**src/rtl/ipb_io_regbank.sv**
```systemverilog
// ipb_io_regbank: IPbus register bank fed by the IO handshake stage (rd_en level, wr_en pulse).
// Optional build macro IPB_IO_REGBANK_STATUS_SYNC_EN adds 2-flop synchronisers on status_in.
module ipb_io_regbank #(
   parameter int unsigned RD_LATENCY = 2,
   parameter logic [31:0] ID_VALUE   = 32'h5746_4435
) (
   input  logic         clk,
   input  logic         res,
   input  logic         io_rd_en,
   input  logic         io_wr_en,
   input  logic [31:0]  ipb_addr,
   input  logic [31:0]  ipb_wdata,
   output logic [31:0]  ipb_rdata,
   output logic         io_rd_ack,
   output logic [31:0]  ctrl_out,
   output logic [31:0]  pulse_out,
   input  logic [127:0] status_in,
   output logic [15:0]  bad_addr_cnt
);

   localparam logic [3:0] LAT_LOAD = 4'(RD_LATENCY - 1);

   typedef enum logic [1:0] {
      IDLE    = 2'd0,
      RD_WAIT = 2'd1,
      RD_ACK  = 2'd2,
      RD_HOLD = 2'd3
   } rd_state_t;

   rd_state_t   state_reg, state_next;
   logic [3:0]  lat_cnt_reg, lat_cnt_next;
   logic [31:0] scratch_reg;
   logic [31:0] ctrl_reg;
   logic [31:0] pulse_reg;
   logic [31:0] rdata_reg;
   logic        ack_reg;
   logic [15:0] bad_cnt_reg, bad_cnt_next;

   logic [3:0]        addr_idx;
   logic              addr_unmapped;
   logic              rd_load;
   logic [31:0]       rdata_mux;
   logic [3:0][31:0]  status_word;
   logic [16:0]       bad_sum;
   logic              addr_high_unused;

   assign addr_idx         = ipb_addr[3:0];
   assign addr_unmapped    = (addr_idx > 4'h8);
   assign addr_high_unused = ^ipb_addr[31:4];

   // Status words as seen by the read decode
`ifdef IPB_IO_REGBANK_STATUS_SYNC_EN
   generate
      for (genvar gi = 0; gi < 4; gi++) begin : g_status_sync
         logic [31:0] meta_reg;
         logic [31:0] sync_reg;
         always_ff @(posedge clk) begin
            if (res) begin
               meta_reg <= 32'h0;
               sync_reg <= 32'h0;
            end else begin
               meta_reg <= status_in[32*gi +: 32];
               sync_reg <= meta_reg;
            end
         end
         assign status_word[gi] = sync_reg;
      end
   endgenerate
`else
   generate
      for (genvar gi = 0; gi < 4; gi++) begin : g_status_direct
         assign status_word[gi] = status_in[32*gi +: 32];
      end
   endgenerate
`endif

   // Read decode uses register values before any same-cycle write lands
   always_comb begin
      rdata_mux = 32'hDEAD_BEEF;
      case (addr_idx)
         4'h0:                      rdata_mux = ID_VALUE;
         4'h1:                      rdata_mux = scratch_reg;
         4'h2:                      rdata_mux = ctrl_reg;
         4'h3:                      rdata_mux = 32'h0;
         4'h4, 4'h5, 4'h6, 4'h7:    rdata_mux = status_word[addr_idx[1:0]];
         4'h8:                      rdata_mux = {16'h0, bad_cnt_reg};
         default:                   rdata_mux = 32'hDEAD_BEEF;
      endcase
   end

   always_comb begin
      state_next   = state_reg;
      lat_cnt_next = lat_cnt_reg;
      case (state_reg)
         IDLE: begin
            if (io_rd_en) begin
               if (RD_LATENCY <= 1) begin
                  state_next = RD_ACK;
               end else begin
                  state_next   = RD_WAIT;
                  lat_cnt_next = LAT_LOAD;
               end
            end
         end
         RD_WAIT: begin
            if (!io_rd_en) begin
               state_next = IDLE;
            end else begin
               lat_cnt_next = lat_cnt_reg - 4'd1;
               if (lat_cnt_reg == 4'd1) begin
                  state_next = RD_ACK;
               end
            end
         end
         RD_ACK: begin
            state_next = RD_HOLD;
         end
         RD_HOLD: begin
            if (!io_rd_en) begin
               state_next = IDLE;
            end
         end
         default: begin
            state_next = IDLE;
         end
      endcase
   end

   // RD_ACK is only reachable from IDLE or RD_WAIT, so this marks the entry edge
   assign rd_load = (state_next == RD_ACK);

   always_comb begin
      bad_sum = {1'b0, bad_cnt_reg}
              + 17'(io_wr_en & addr_unmapped)
              + 17'(rd_load & addr_unmapped);
      bad_cnt_next = bad_sum[16] ? 16'hFFFF : bad_sum[15:0];
   end

   always_ff @(posedge clk) begin
      if (res) begin
         state_reg   <= IDLE;
         lat_cnt_reg <= 4'd0;
         rdata_reg   <= 32'h0;
         ack_reg     <= 1'b0;
         bad_cnt_reg <= 16'h0;
      end else begin
         state_reg   <= state_next;
         lat_cnt_reg <= lat_cnt_next;
         ack_reg     <= rd_load;
         bad_cnt_reg <= bad_cnt_next;
         if (rd_load) begin
            rdata_reg <= rdata_mux;
         end
      end
   end

   always_ff @(posedge clk) begin
      if (res) begin
         scratch_reg <= 32'h0;
         ctrl_reg    <= 32'h0;
         pulse_reg   <= 32'h0;
      end else begin
         pulse_reg <= 32'h0;
         if (io_wr_en) begin
            case (addr_idx)
               4'h1:    scratch_reg <= ipb_wdata;
               4'h2:    ctrl_reg    <= ipb_wdata;
               4'h3:    pulse_reg   <= ipb_wdata;
               default: ;
            endcase
         end
      end
   end

   assign ipb_rdata    = rdata_reg;
   assign io_rd_ack    = ack_reg;
   assign ctrl_out     = ctrl_reg;
   assign pulse_out    = pulse_reg;
   assign bad_addr_cnt = bad_cnt_reg;

endmodule

```
**config.mk**
```make
export PLATFORM = sky130hd
export DESIGN_NAME = ipb_io_regbank
export DESIGN_NICKNAME = d
export VERILOG_FILES = /design/src/rtl/ipb_io_regbank.sv
export SDC_FILE = /design/constraint.sdc
export NUM_CORES = 1
export LEC_CHECK = 0
export ABC_AREA = 1
export BUFFER_PORTS_ARGS = -buffer_cell sky130_fd_sc_hd__buf_4
export CAP_MARGIN = 20
export CORE_MARGIN = 4
export CORE_UTILIZATION = 30
export CTS_BUF_LIST = sky130_fd_sc_hd__clkbuf_4 sky130_fd_sc_hd__clkbuf_8 sky130_fd_sc_hd__clkbuf_16
export CTS_CLUSTER_DIAMETER = 80
export DETAILED_ROUTE_END_ITERATION = 6
export GPL_TIMING_DRIVEN = 1
export PLACE_DENSITY = 0.55
export SYNTH_ARGS = -nofsm -noshare
export SYNTH_HDL_FRONTEND = slang
export SYNTH_SLANG_ARGS = --single-unit
```
**constraint.sdc**
```tcl
create_clock -name clk -period 6.3 [get_ports clk]
set_input_delay 0.63 -clock clk [delete_from_list [all_inputs] [get_ports clk]]
set_output_delay 0.63 -clock clk [all_outputs]
set_load 0.02 [all_outputs]
```
**Word-level counts from Yosys, hierarchy flattened**

Index checks and enable logic that the tools add are counted.
Widths: inputs -> output; s select.

- Output and inout port bits: 113
- Register bits after elaboration: 151
- Word-level logic and storage cells: 52

- Bitwise operators: 4
- $add $sub $neg: 3
- Reductions and logical operators: 8
- Equal/unequal tests: 15
- Order comparisons: 2
- Multiplexer cells: 12

Operators by type and width:

| cell | count |
|---|---|
| $pmux 32 s6 | 1 |
| $bmux 32 s2 | 1 |
| $mux 32 | 1 |
| $add 16x1->17 | 1 |
| $add 17x1->17 | 1 |
| $eq 4x3->1 const B | 4 |
| $mux 16 | 1 |
| $eq 4x1->1 const B | 2 |
| $eq 4x2->1 const B | 2 |
| $mux 2 | 4 |
| $mux 4 | 2 |
| $pmux 2 s4 | 1 |
| $pmux 4 s2 | 1 |
| $eq 2x2->1 const B | 3 |
| $eq 4x4->1 const B | 1 |
| $gt 4x4->1 const B | 1 |
| $logic_not 4->1 | 1 |
| $ne 2x2->1 const B | 2 |
| $reduce_and 2->1 | 2 |
| $reduce_or 4->1 | 1 |
| $sub 4x1->4 const B | 1 |
| $lt 2x3->1 const B | 1 |
| $reduce_and 3->1 | 1 |
| $reduce_or 3->1 | 1 |
| 5 further kinds | 7 |

**Depth between registers and ports, before layout**

- Depth in word-level cells: 8
- Depth in mapped cells: 17
- Gate-level depth less buffers: 16

**Worst setup path after synthesis**

No wires, ideal clock.

- Path type: register to register
- Start: reg lat_cnt_reg[1]
- End: reg bad_cnt_reg[11], in the netlist bad_addr_cnt[11]
- Arrival: 2.353 ns
- Cell stages (with the launch flop): 17
- Setup slack: 3.837 ns
- Required time: 6.190 ns
- Clock period less this slack: 2.463 ns
- Path through: dfxtp_1 inv_1 ha_1 nand3_1 nor2_1 nand2_2 clkbuf_1 nor2_1 fa_1 ha_1 nand2_1 nor2_2 nand3_2 buf_6 nand3_1 nand2_1 inv_1

- Word-level cells in the longest chain between the ends: 8

Ends and longest elaborated chain:

| element | RTL line | text |
|---|---|---|
| from (decl) | 31 | `logic [3:0] lat_cnt_reg, lat_cnt_next;` |
| from (signal assigned) | 148 | `lat_cnt_reg <= lat_cnt_next;` |
| $eq 4x1->1 | 110 | `if (lat_cnt_reg == 4'd1) begin` |
| $mux 2 | 110 |  |
| $mux 2 | 106 | `if (!io_rd_en) begin` |
| $pmux 2 s4 | 94 | `case (state_reg)` |
| $eq 2x2->1 | 130 | `assign rd_load = (state_next == RD_ACK);` |
| $and 1x1->1 | 135 | `+ 17'(rd_load & addr_unmapped);` |
| $add 17x1->17 | 135 |  |
| $mux 16 | 136 | `bad_cnt_next = bad_sum[16] ? 16'hFFFF : bad_sum[15:0];` |
| to (signal assigned) | 150 | `bad_cnt_reg <= bad_cnt_next;` |
| to (decl) | 37 | `logic [15:0] bad_cnt_reg, bad_cnt_next;` |

Every way passes these cells.
A chain may end at the register's enable or synchronous reset.

**Worst setup path in the final report**

- Start: reg lat_cnt_reg[1]
- End: reg bad_cnt_reg[9], in the netlist bad_addr_cnt[9]

The elaborated chain is that of the path after synthesis.

==> impl_summary.txt <==
----------------------------------------------------
[Run status]
  Run status ... completed

[Critical path]
  Slowest cell on the critical path ... sky130_fd_sc_hd__dfxtp_1
  Register-to-register path setup slack ... 3540 ps
  Data arrival, critical path ... 3130 ps
  Kind of end point of the critical path ... flip-flop
  Data required time of the critical path ... 6670 ps
  Largest delay share family, worst path ... simple AND/OR/NAND/NOR gates
  Worst Setup Start Kind ... flip-flop
  Cells along the critical path ... inv_1 > ha_1 > nand3_1 > nor2_1 > nand2_2 > nor2_1 > fa_1 > ha_1 > nand2_1 > nor2_2 > nand3_2 > nand3_1 > nand2_1 > inv_1
  Path type of the worst setup path ... flip-flop to flip-flop
  Critical path peak fanout ... 17
  Largest stage delay on the critical path ... 310 ps
  Number of buffers and inverters on the critical path ... 2

[Synthesis]
  Mapped Avg Cell Area ... 6.57 um^2
  Post-synthesis sequential area ratio ... 42.2%
  Number of unique standard cell types used by synthesis ... 30
  Post-synthesis cell count ... 1091
  Cell area after synthesis ... 0.00716 mm^2
  Commonest register cell after synthesis ... sky130_fd_sc_hd__dfxtp_1
  Most area-consuming cells after synthesis ... sky130_fd_sc_hd__dfxtp_1 (42%), sky130_fd_sc_hd__nand2_1 (17%), sky130_fd_sc_hd__nor2_1 (7.2%)
  Number of nets in the synthesized netlist ... 1291
  Most frequent cell after synthesis ... sky130_fd_sc_hd__nand2_1
  Cell type with the highest aggregate area in the netlist ... sky130_fd_sc_hd__dfxtp_1
  Number of register bits inferred by synthesis ... 151
  Top cells by count, synth ... sky130_fd_sc_hd__nand2_1 (328), sky130_fd_sc_hd__dfxtp_1 (151), sky130_fd_sc_hd__nor2_1 (138), sky130_fd_sc_hd__inv_1 (113), sky130_fd_sc_hd__o21ai_0 (100)
  Share of the synthesized area in the top cell type ... 42.2%
  Post-synth ARST share ... 0%
  YS warnings ... 0
  EDFF count, synth ... 0

[Place]
  Detailed-placement wirelength estimate ... 20200 um
  Count of placed standard cells including taps ... 1639
  Weighted congestion at the end of routability-driven global placement ... 0.792
  Buffers on Ports ... 280

[Power]
  P_leak ... 4.86 nW
  Worst-case vdd ir drop ... 173 uV
  Sequential share of power ... 43.3%
  Share of power burned in the clock network ... 44.9%
  Pwr/cell area ... 227 mW/mm^2
  Combinational cell fraction of total power ... 11.8%
  Internal power consumption ... 1.63 mW
  Proportion of total power due to net switching ... 28.4%
  Switching power ... 644 uW
  Final total power ... 2.27 mW

[Clock network]
  CTS clk-pin slew, worst paths ... 80 ps
  Number of buffers inserted to repair setup after CTS ... 0
  TritonCTS clock tree ... done
  Number of buffers on the longest clock path ... 2
  Clk_lat worst skew ... 420 ps
  Clock root buffer ... sky130_fd_sc_hd__clkbuf_16
  CTS H-tree depth ... 4
  Number of CTS-inserted buffers ... 17
  Number of gates given a new drive strength after cts ... 0
  CTS Hold Buffers Added ... 0
  Clk sinks ... 151

[Detailed routing]
  Residual DRC count ... 0
  1st-pass router iterations ... 6
  Post-detailed-routing wire length ... 27000 um
  Starting DRC count in detailed routing ... 392
  Via-to-Cell Ratio ... 4.54
  DR vias ... 7593
  Routed wire length per instance ... 16.1 um
  Antenna viol nets, final ... 0

[Worst hold path]
  HP Class ... input port to flip-flop

[Layout]
  Post-Layout Cell Count ... 1671
  Share of final-layout standard cells stronger than drive strength 1 ... 25.1%
  Post-synthesis to final-layout area growth ... 39.9%
  Number of filler instances in the final layout ... 2528
  Final cell utilization of the core ... 42.7%
  Number of diodes ... 0
  Final nets ... 1539

[Job]
  Total of max-cap violations ... 0

[GRT]
  Total overflow reported by the global router ... 0
  Total routing resource utilization after global routing ... 19.8%
  Via count of the first global-routing pass ... 7199
  Initial antenna violation count ... 0
  Wire length of the first global-routing pass ... 40600 um
  Largest net degree at the start of global routing ... 57

[Floorplanning]
  Die area ... 0.0264 mm^2
  Floorplan row count ... 56
  Core Region ... 0.0235 mm^2
  Initial Util ... 30.5%
  Top-level I/O count ... 309
  Horizontal extent of the die ... 163 um
  Height of the die ... 163 um

[Timing]
  Final count of hold timing violations ... 0
  Max Clk Rate ... 362 MHz
  Minimum period implied by the final worst setup slack ... 2760 ps
  Period utilisation layout ... 43.9%
  Setup repair after global routing missed its margin ... false
  Max-Slew Margin vs Limit ... 41.9%
  Final number of max-transition violations ... 0
  Setup-violating endpoint count in the final report ... 0
  Worst-case clock skew ... 8.92 ps
  Actual slew at the worst max-slew pin ... 870 ps
  Final sum of negative setup slack ... 0 ps

----------------------------------------------------
==> cells by family after synthesis <==
logic type / share of synthesized area, %
simple gates: 30.7
compound gates: 14.9
buf+inv: 10.5
flops: 42.2
xor+xnor: 0.856
fa+ha+maj: 0.803
==> worst min-delay path: cells and delay by family <==
kind	cells	cell delay [ps]
simple gates	1	80
buf+inv	2	120
==> layout by cell type, fill, tap and decap left out, drive strengths merged <==
master and instances:
a211oi 1, a21oi 99, a31oi 1, buf 287, clkbuf 17, clkinv 8, clkinvlp 1, dfxtp 151
fa 1, ha 3, inv 126, nand2 333, nand3 38, nand4 19, nor2 143, nor3 5
o21ai 112, xnor2 2, xor2 5
==> per-stage QoR <==
step	hold WS, ps	setup slack, ps	instance area, um^2
finish	442	3540	10000
global route	427	3180	10000
CTS	424	3520	10000
detailed placement	446	3140	9420
global placement	437	3160	9420
floorplan	425	3840	7160
==> power by group through the flow <==
stage | logic (mW) | registers [mW] | clock network, mW
after floorplan | 0.119 | 1.02 | 0
after global placement | 0.269 | 1.00 | 0
after detailed placement | 0.270 | 1.00 | 0
after CTS | 0.271 | 0.982 | 1.05
after global routing | 0.298 | 0.984 | 1.09
final | 0.268 | 0.983 | 1.02
==> worst paths after layout <==
kind | start | endpoint | cells past startpoint
max reg2reg | lat_cnt_reg[1]$_SDFFE_PP0P_ | bad_addr_cnt[9]$_SDFF_PP0_ | 14
min reg2reg | scratch_reg[10]$_SDFFE_PP0P_ | scratch_reg[10]$_SDFFE_PP0P_ | 2
max | lat_cnt_reg[1]$_SDFFE_PP0P_ | bad_addr_cnt[9]$_SDFF_PP0_ | 14
min | ipb_wdata[21] | pulse_out[21]$_SDFF_PP0_ | 3
==> final cells by class <==
cell class                      count  area [um^2]  area share (%)
Clock inverter                     15          175            1.75
Timing Repair Buffer              287         2150            21.5
Multi-Input combinational cell    762         3390            33.9
Sequential cell                   151         3020            30.2
Clock buffer                       17          425            4.25
Tap cell                          319          399            3.98
Inverter                          120          450            4.50
==> routing by layer <==
| metal | track usage [%] | share of wire, % |
|---|---|---|
| met1 | 27.0 | 46 |
| met2 | 30.5 | 45 |
| met3 | 6.43 | 7.4 |
| met4 | 5.15 | 1.6 |
| met5 | 0 | 0 |
Note: power is estimated with default switching activity, not from simulation.
